<file path="src/rtl/inst_fetch.sv">
// rtl/inst_fetch.sv - RV32C instruction fetch: word fetch, 4-parcel queue, redirect flush
//
// Parameters:
//   RESET_PC      fetch address after reset (bit 0 ignored)
// Optional build macro:
//   IFETCH_ILLEGAL_CHECK_EN  when defined, inst_illegal flags a valid head parcel
//                            with inst[1:0]==2'b11; otherwise inst_illegal is 0
// Ports:
//   clock         rising-edge clock
//   reset         asynchronous active-low reset
//   mem_req       read request to instruction memory (held until mem_ack)
//   mem_addr      word address of the request, bits [1:0] always 0
//   mem_ack       one-cycle pulse, mem_rdata valid in this cycle
//   mem_rdata     fetched word, low parcel in bits [15:0]
//   redirect      one-cycle pulse, restart fetch at redirect_pc
//   redirect_pc   new fetch target (bit 0 ignored)
//   inst_valid    inst / inst_pc hold a valid parcel
//   inst          parcel at the queue head
//   inst_pc       byte address of inst
//   inst_ready    consumer accepts the head parcel this cycle
//   inst_illegal  head parcel is a 32-bit encoding (see macro above)
module inst_fetch #(
    parameter logic [31:0] RESET_PC = 32'h0000_0000
) (
    input  logic        clock,
    input  logic        reset,
    output logic        mem_req,
    output logic [31:0] mem_addr,
    input  logic        mem_ack,
    input  logic [31:0] mem_rdata,
    input  logic        redirect,
    input  logic [31:0] redirect_pc,
    output logic        inst_valid,
    output logic [15:0] inst,
    output logic [31:0] inst_pc,
    input  logic        inst_ready,
    output logic        inst_illegal
);

    localparam logic [1:0] S_IDLE    = 2'd0;
    localparam logic [1:0] S_WAIT    = 2'd1;
    localparam logic [1:0] S_DISCARD = 2'd2;

    localparam logic [31:0] RESET_WORD = RESET_PC & 32'hFFFF_FFFC;
    localparam logic [31:0] RESET_HALF = RESET_PC & 32'hFFFF_FFFE;

    logic [1:0]  state;
    logic [1:0]  state_nxt;
    logic [31:0] fetch_pc;
    logic [31:0] req_pc;
    logic [31:0] head_pc;
    logic        drop_low;
    logic [15:0] queue [4];
    logic [1:0]  rd_ptr;
    logic [2:0]  count;
    logic [2:0]  count_nxt;

    logic        issue;
    logic        ack_take;
    logic        push_lo;
    logic        push_hi;
    logic        pop;
    logic [2:0]  n_push;
    logic [1:0]  wr_ptr;
    logic [1:0]  wr_ptr_p1;
    logic [31:0] redir_word;
    logic [31:0] redir_half;

    assign redir_word = redirect_pc & 32'hFFFF_FFFC;
    assign redir_half = redirect_pc & 32'hFFFF_FFFE;

    // A new request needs room for two parcels. Gating with the reset input
    // keeps mem_req low while reset is held even though IDLE/count 0 would
    // otherwise request.
    assign issue = reset && (state == S_IDLE) && (count <= 3'd2) && !redirect;

    assign mem_req  = issue || (state == S_WAIT) || (state == S_DISCARD);
    // While a request is outstanding the address comes from req_pc, because
    // a redirect in WAIT rewrites fetch_pc before the old ack returns.
    assign mem_addr = (state == S_IDLE) ? fetch_pc : req_pc;

    // Ack data is only queued in WAIT; a same-cycle redirect drops it.
    assign ack_take = (state == S_WAIT) && mem_ack && !redirect;
    assign push_hi  = ack_take;
    assign push_lo  = ack_take && !drop_low;
    assign n_push   = push_lo ? 3'd2 : (push_hi ? 3'd1 : 3'd0);

    assign inst_valid = (count != 3'd0);
    assign pop        = inst_valid && inst_ready && !redirect;

    // Pushes only happen with count <= 2, so count[1:0] is the true fill level.
    assign wr_ptr    = rd_ptr + count[1:0];
    assign wr_ptr_p1 = wr_ptr + 2'd1;

    always_comb begin
        count_nxt = count;
        if (redirect) begin
            count_nxt = 3'd0;
        end else begin
            count_nxt = count + n_push - (pop ? 3'd1 : 3'd0);
        end
    end

    always_comb begin
        state_nxt = state;
        case (state)
            S_IDLE: begin
                if (issue) begin
                    state_nxt = S_WAIT;
                end
            end
            S_WAIT: begin
                if (mem_ack) begin
                    state_nxt = S_IDLE;
                end else if (redirect) begin
                    state_nxt = S_DISCARD;
                end
            end
            S_DISCARD: begin
                // The ack closes the stale request even if another redirect
                // arrives alongside it; the new target is already captured.
                if (mem_ack) begin
                    state_nxt = S_IDLE;
                end
            end
            default: begin
                state_nxt = S_IDLE;
            end
        endcase
    end

    always_ff @(posedge clock or negedge reset) begin
        if (!reset) begin
            state    <= S_IDLE;
            fetch_pc <= RESET_WORD;
            req_pc   <= RESET_WORD;
            head_pc  <= RESET_HALF;
            drop_low <= RESET_PC[1];
            rd_ptr   <= 2'd0;
            count    <= 3'd0;
            for (int i = 0; i < 4; i++) begin
                queue[i] <= 16'h0000;
            end
        end else begin
            state <= state_nxt;
            count <= count_nxt;
            if (issue) begin
                req_pc <= fetch_pc;
            end
            if (redirect) begin
                fetch_pc <= redir_word;
                head_pc  <= redir_half;
                drop_low <= redir_half[1];
            end else begin
                if (ack_take) begin
                    fetch_pc <= fetch_pc + 32'd4;
                    drop_low <= 1'b0;
                end
                if (pop) begin
                    head_pc <= head_pc + 32'd2;
                    rd_ptr  <= rd_ptr + 2'd1;
                end
            end
            if (push_lo) begin
                queue[wr_ptr]    <= mem_rdata[15:0];
                queue[wr_ptr_p1] <= mem_rdata[31:16];
            end else if (push_hi) begin
                queue[wr_ptr] <= mem_rdata[31:16];
            end
        end
    end

    assign inst    = inst_valid ? queue[rd_ptr] : 16'h0000;
    assign inst_pc = head_pc;

`ifdef IFETCH_ILLEGAL_CHECK_EN
    assign inst_illegal = inst_valid && (inst[1:0] == 2'b11);
`else
    assign inst_illegal = 1'b0;
`endif

endmodule

</file>
<file path="config.mk">
export PLATFORM = sky130hd
export DESIGN_NAME = inst_fetch
export DESIGN_NICKNAME = d
export VERILOG_FILES = /design/src/rtl/inst_fetch.sv
export SDC_FILE = /design/constraint.sdc
export NUM_CORES = 1
export LEC_CHECK = 0
export ABC_AREA = 1
export BUFFER_PORTS_ARGS = -buffer_cell sky130_fd_sc_hd__buf_4
export CORE_MARGIN = 2
export CORE_UTILIZATION = 55
export DETAILED_ROUTE_END_ITERATION = 12
export PLACE_DENSITY = 0.78
export SLEW_MARGIN = 40
export SYNTH_ARGS = -nofsm -noshare
export SYNTH_HDL_FRONTEND = slang
export SYNTH_SLANG_ARGS = --single-unit
export TNS_END_PERCENT = 50
</file>
<file path="constraint.sdc">
create_clock -name clock -period 3.1 [get_ports clock]
set_input_delay 0.31 -clock clock [delete_from_list [all_inputs] [get_ports clock]]
set_output_delay 0.31 -clock clock [all_outputs]
set_load 0.01 [all_outputs]
</file>
==> results of run 1 <==
-- layout make-up --
class | instances | area [µm²]
clock buffer | 21 | 480
fill | 1669 | 6390
timing repair buffer | 176 | 1330
multi-input combinational | 1152 | 5550
inverter | 137 | 519
clock inverter | 11 | 125
tap | 234 | 293
sequential | 163 | 4080
-- placed cells by master (no fill, tap or decap), drive strengths merged --
cell	synthesis	routed
a211oi	3	3
bufinv	0	2
nor3	8	8
and3	1	1
xnor2	5	5
o41ai	1	1
clkinvlp	0	2
and2	3	3
a21o	1	1
nand4	4	4
buf	23	175
a31o	1	1
nand2	460	460
fa	1	1
o21ai	237	237
o22ai	19	19
o21bai	5	5
xor2	22	22
clkinv	2	8
nor2	150	150
nor3b	1	1
ha	14	14
dlygate4sd3	0	1
dfrtp	163	163
inv	135	136
a21oi	30	30
conb	1	4
a31oi	3	3
clkbuf	63	21
o221ai	5	5
nand3	119	119
o211ai	24	24
o311ai	31	31
-- logic make-up after synthesis --
family | share of synthesized area
simple gates | 0.285
compound gates | 0.198
buf+inv | 0.0885
flops | 0.387
xor+xnor | 0.0224
fa+ha+maj | 0.0185
other cells | 0.000355
-- path summary, 6_finish.rpt --
path                            slack [ns]         end  cells after the start
worst max-delay path                  0.24   queue[57]                     10
min in group asynchronous             0.33  inst_pc[5]                      2
worst min register to register        0.48   queue[44]                      2
worst max register to register        0.24   queue[57]                     10
worst min-delay path                  0.09    state[1]                      2
max in group asynchronous             1.73   queue[49]                      3
-- metal layers --
layer  up-vias  global-route usage  part of all wire
li1       5278                   -                 -
met1      5172               0.486              0.46
met2       578               0.462              0.43
met3        53              0.0633             0.096
met4         0              0.0990             0.020
met5         -                   0                 0
-- synth_stat cells, types with 2 or more instances --
library cell	instances	area, µm²
and2_1	3	18.8
buf_6	5	56.3
nor2_1	148	556
clkinv_1	2	7.51
o221ai_1	5	43.8
inv_1	129	484
clkbuf_8	2	27.5
buf_2	8	40.0
buf_1	5	18.8
clkbuf_1	59	221
nor3_1	8	40.0
nand3_1	118	591
nand4_1	4	25.0
a21oi_1	30	150
o21bai_1	5	37.5
ha_1	14	175
buf_4	5	37.5
a31oi_1	3	18.8
o211ai_1	24	180
dfrtp_1	163	4080
nand2_1	459	1720
inv_4	2	12.5
inv_2	4	15.0
xor2_1	22	193
xnor2_1	5	43.8
a211oi_4	2	40.0
o311ai_0	31	272
o21ai_0	228	1140
o21ai_1	9	45.0
o22ai_1	18	113
-- through the flow --
step / utilization / std cells
global route: 0.659 / 1894
finish: 0.659 / 1894
floorplan: - / 1538
global placement: 0.626 / 1861
CTS: 0.659 / 1894
detailed placement: 0.627 / 1861
-- registers in the layout (all words and copies together) (netlist names) --
name,flops
queue,64
inst_pc,31
fetch_pc,30
req_pc,30
count,3
rd_ptr,2
state,2
drop_low,1
-- repair_timing --
action | CTS | global route
hold buffers | 1 | 0
hold endpoints to repair | 28 | 0
endpoints found under the setup margin | 0 | 0
-- report_power, final --
group / internal, mW / switching (mW)
clock network: 1.28 / 0.915
registers: 2.81 / 0.510
logic: 1.73 / 3.23
==> summary.md, run 1 <==
| Metric | Value |
|---|---|
| Crit-path cells | ha_1 > xor2_1 > xor2_1 > inv_1 > ha_1 > inv_1 > a211oi_4 > buf_4 > nand3_1 > nand2_1 |
| CP required | 3.46 ns |
| Critical path origin | count[0] |
| Worst-margin pin slew | 0.769 ns |
| Initial antenna violation count | 0 |
| Hold violation count in the final report | 0 |
| Crit-path max cell delay | approximately 0.50 ns |
| CTS buffer count | 17 |
| DP HPWL | 21900 µm |
| Max frequency | between 300 and 400 MHz |
| Synth-to-layout area growth | 17.3% |
| Final wirelength | 32300 µm |
| Max clock buf depth | 2 |
| Crit Reg-Reg Startpoint | count[0] |
| Unique masters post-synth | 45 |
| Rows | 50 |
| Routed vias | 11.1k |
| Initial DRC count | 1201 |
| GRT Total Usage | 0.321 |
| Setup TNS | 0 ns |
| Setup-failing EPs final | 0 |
| Cell Pwr Density | 846 nW/µm² |
| Core area | 18800 µm² |
| Fin area | 12400 µm² |
| Top cell family by delay on the critical path | adder cells |
| Routed Antenna Nets | 0 |
| Syn Inst Count | 1535 |
| Setup crit start kind | flop |
| Hold Path Class | in2reg |
| Fraction of layout instances using a drive strength above 1 | 0.135 |
| CTS tree | yes |
| Relative slew slack | 0.487 |
| Placed standard-cell area | 11800 µm² |
| Worst hold start | mem_ack |
| Ys async rst share | 1.00 |
| ANT cells | 0 |
| Total gr overflow | 0 |
| H-tree depth | 4 |
| Critical path buffer and inverter count | 3 |
| Clk Tree Root Cell | clkbuf_16 |
| I/O pin cnt | 152 |
| Top FF cell, synth | dfrtp_1 |
| FF+latch count, synth | 163 |
| Starting Density | 0.562 |
| Die Ht | 142 µm |
| Via density | 5.85 |
| Setup CP Type | reg2reg |
| Min cycle time layout | 2.86 ns |
| Vias in the first global route | 9973 |
| Crit-path slowest cell | a211oi_4 |
| Hold_ws | 0.0941 ns |
| Clock transition at path regs | 0.06 ns |
| Placer Congestion | 0.958 |
| Sequential fraction of the synthesis area | 0.387 |
| First-pass DRT Iterations | 6 |
| Final #Nets | between 1.5k and 2k |
| Worst-path maximum fanout | 9 |
| Post_cts resized | 0 |
| First-pass GRT wire length | just over 50000 µm |
| Number of synthesis warnings | 0 |
| Full die area | roughly 20000 µm² |
| Post-synth EDFFs | 0 |
| Post-CTS Repair Setup Buffers | 0 |
| Slew Limit Fails | 0 |
| WL per Instance | approximately 17 µm |
| Period utilisation layout | 0.923 |
| Max Cap Viol | 0 |
| Synth Area per Inst | 6.87 µm² |
| RSZ-0062 raised after global routing | no |
| Tot Pwr | 10.5 mW |
| DRC | 0 |
| Netlist Area Pre-Place | approximately 11000 µm² |
| Worst vdd ir | 0.538 mV |
| Post-route setup slack | roughly 0.24 ns |
| Largest net degree at the start of global routing | 68 |
| # clock sinks | 163 |
| Clk Latency, worst-skew pair | 0.43 ns |
| Skew final | 0.00924 ns |
| WP data arrival | 3.23 ns |
| P_leak | 5.97 nW |
| Die width | 142 µm |
| IO buf count | 146 |
| CP endpoint kind | flop |
| Post-place setup slack | 0.310 ns |
| Run status | finished, final reports clean |
Note: power is estimated with default switching activity, not from simulation.
==> run 2: changes to the inputs <==
CORE_ASPECT_RATIO = 0.75   (was unset)
==> run 2 against run 1 <==
Compared with the run above: clock power fell by 2%; wire length rose by 5.4%; non-clock buffer count rose by 1; critical path depth fell by 5; sequential share of layout area fell by 0.11 points; first-iteration DRC count rose by 22%; die area barely moved.
==> summary.md, run 2 (synthesized netlist as in run 1, its figures left out) <==
| Metric | Value |
|---|---|
| Switching Share | 0.450 (+0.00519) |
| Run status | finished, final reports clean |
| DRC | 0 (unchanged) |
| First-pass GRT wire length | 53800 µm (+5.1%) |
| Min cycle time layout | 2.89 ns (+0.0262 ns) |
| Max frequency | 346 MHz (-0.91%) |
| Top cell family by delay on the critical path | buffers and inverters |
| Core area | 18600 µm² (-0.81%) |
| WHS Path Cells | 2 (unchanged) |
| Routed Antenna Nets | 0 (unchanged) |
| Final wirelength | 34100 µm (+5.4%) |
| # clock sinks | 163 (unchanged) |
| Placer Congestion | 0.966 (+0.91%) |
| Hold Path Sink | state[1] |
| Die width | 164 µm (+15%) |
| R2r endpoint | queue[38] |
| Slew Limit Fails | 0 (unchanged) |
| CP most frequent cell | buf_4 |
| Largest net degree at the start of global routing | 101 (+49%) |
| Setup crit start kind | flop |
| Post-CTS Repair Setup Buffers | 0 (unchanged) |
| CP required | 2.79 ns (-0.67 ns) |
| Worst vdd ir | 0.604 mV (+12%) |
| Full die area | 20300 µm² (about the same) |
| Core Util, Final | 0.667 (+0.00762) |
| RSZ-0062 raised after global routing | no |
| ANT cells | 0 (unchanged) |
| Crit-path max cell delay | 0.60 ns (+0.10 ns) |
| DP HPWL | 24000 µm (+9.7%) |
| Clk Tree Root Cell | clkbuf_16 |
| Worst-margin pin slew | 0.842 ns (+0.0736 ns) |
| Rows | 43 (-14%) |
| Via density | 5.85 (about the same) |
| Commonest non-fill, non-tap cell in the layout | nand2_1 |
| Skew final | 0.00917 ns (-0.0000660 ns) |
| Post_cts resized | 0 (unchanged) |
| Final #Nets | 1732 (+0.058%) |
| Clock transition at path regs | 0.06 ns (about the same) |
| Worst-path maximum fanout | 35 (+26) |
| Largest register FFs | 64 (unchanged) |
| Hold violation count in the final report | 0 (unchanged) |
| Crit-path cells | buf_4 > inv_1 > o21ai_0 > a21oi_1 > buf_4 |
| Clk Latency, worst-skew pair | 0.44 ns (about the same) |
| Setup TNS | 0 ns (unchanged) |
| GRT Total Usage | 0.345 (+0.0242) |
| Die Ht | 124 µm (-13%) |
| Sequential share of power | 0.315 (-0.002) |
| Relative slew slack | 0.438 (-0.0491) |
| Max clock buf depth | 2 (unchanged) |
| Critical path buffer and inverter count | 3 (unchanged) |
| Max Cap Viol | 0 (unchanged) |
| NetSw | 4.73 mW (+1.7%) |
| Tot Pwr | 10.5 mW (+0.52%) |
| Total gr overflow | 0 (unchanged) |
| CTS Hold Buffers Added | 1 (unchanged) |
| Initial DRC count | 1471 (+22%) |
| Synth-to-layout area growth | 17.7% |
| Most flops, register | queue |
| CTS buffer count | 17 (unchanged) |
| Setup-failing EPs final | 0 (unchanged) |
| H-tree depth | 4 (unchanged) |
| Commonest cells after routing, fill and taps aside | nand2_1, o21ai_0, buf_4 |
| Setup CP Type | reg2out |
| CTS tree | yes |
| Worst hold start | mem_ack |
| IO buf count | 146 (unchanged) |
| Hold Path Class | in2reg |
| Clock power share | 0.204 (-0.005) |
| Vias in the first global route | 10.1k (+1.5%) |
| Pint | 5.79 mW (-0.42%) |
| Crit-path slowest cell | inv_1 |
| WL per Instance | 17.9 µm (+4.6%) |
| Crit Reg-Reg Startpoint | count[0] |
| First-pass DRT Iterations | 6 (unchanged) |
| Period utilisation layout | 0.932 (+0.00845) |
| P_leak | 5.98 nW (about the same) |
| CP endpoint kind | primary output |
| Gate power share | 0.480 (+0.006) |
| Starting Density | 0.567 (+0.00461) |
| Fraction of layout instances using a drive strength above 1 | 0.133 (-0.00189) |
| Reg2Reg Depth | 9 (-1) |
| Routed vias | 11.2k (+0.77%) |
| WP data arrival | 2.58 ns (-0.65 ns) |
| I/O pin cnt | 152 (unchanged) |
| Setup slack, reg-to-reg | 0.23 ns (about the same) |
| Initial antenna violation count | 1 (+1) |
| Cell Pwr Density | 847 nW/µm² (+0.18%) |
-- run 2: cell count changes in the layout (fill, tap and decap cells not counted), moves of 2 or more --
cell and change:
clkbuf_8 -3, inv_6 +2, clkinv_2 -3, clkbuf_1 +2
-- run 2: final cells by class --
class / count / area (µm²)
Clock inverter: 12 / 146
Tap cell: 247 / 309
Inverter: 137 / 519
Multi-Input combinational cell: 1152 / 5550
Timing Repair Buffer: 177 / 1370
Clock buffer: 20 / 447
Fill cell: 1653 / 6200
Sequential cell: 163 / 4080
-- run 2: stage by stage --
stage,hold WS (ns),instance area [µm²],cells,setup WS [ns]
after floorplan,0.0144,10600,1538,0.690
final,0.0896,12400,1908,0.212
after detailed placement,0.431,11800,1875,0.307
after global placement,0.458,11800,1874,0.395
after global routing,0.0889,12400,1908,0.0212
after CTS,0.0851,12400,1908,0.269
-- run 2: power by group through the flow --
stage,Clock (mW),Combinational [mW],Sequential (mW)
final,2.15,5.05,3.32
after global routing,2.26,5.59,3.40
after CTS,2.16,4.93,3.30
after detailed placement,0,4.91,3.33
after global placement,0,4.75,3.31
after floorplan,0,3.12,3.25
-- run 2: worst max path at each step --
stage | start | to | slack, ns | cells after the start
after floorplan | count[0] | queue[53] | 0.69 | 11
after global placement | count[0] | queue[42] | 0.39 | 9
after detailed placement | count[0] | queue[44] | 0.31 | 9
after CTS | rd_ptr[0] | inst[11] | 0.27 | 5
after global routing | count[0] | queue[37] | 0.02 | 9
final | rd_ptr[0] | inst[11] | 0.21 | 5
-- run 2: per-layer routing --
layer | track usage | vias to the layer above | routed length [µm]
met5 | 0 | - | 0
met4 | 0.0987 | 0 | 683
met3 | 0.0949 | 72 | 4240
met2 | 0.481 | 602 | 13900
met1 | 0.522 | 5211 | 15300
li1 | - | 5281 | -
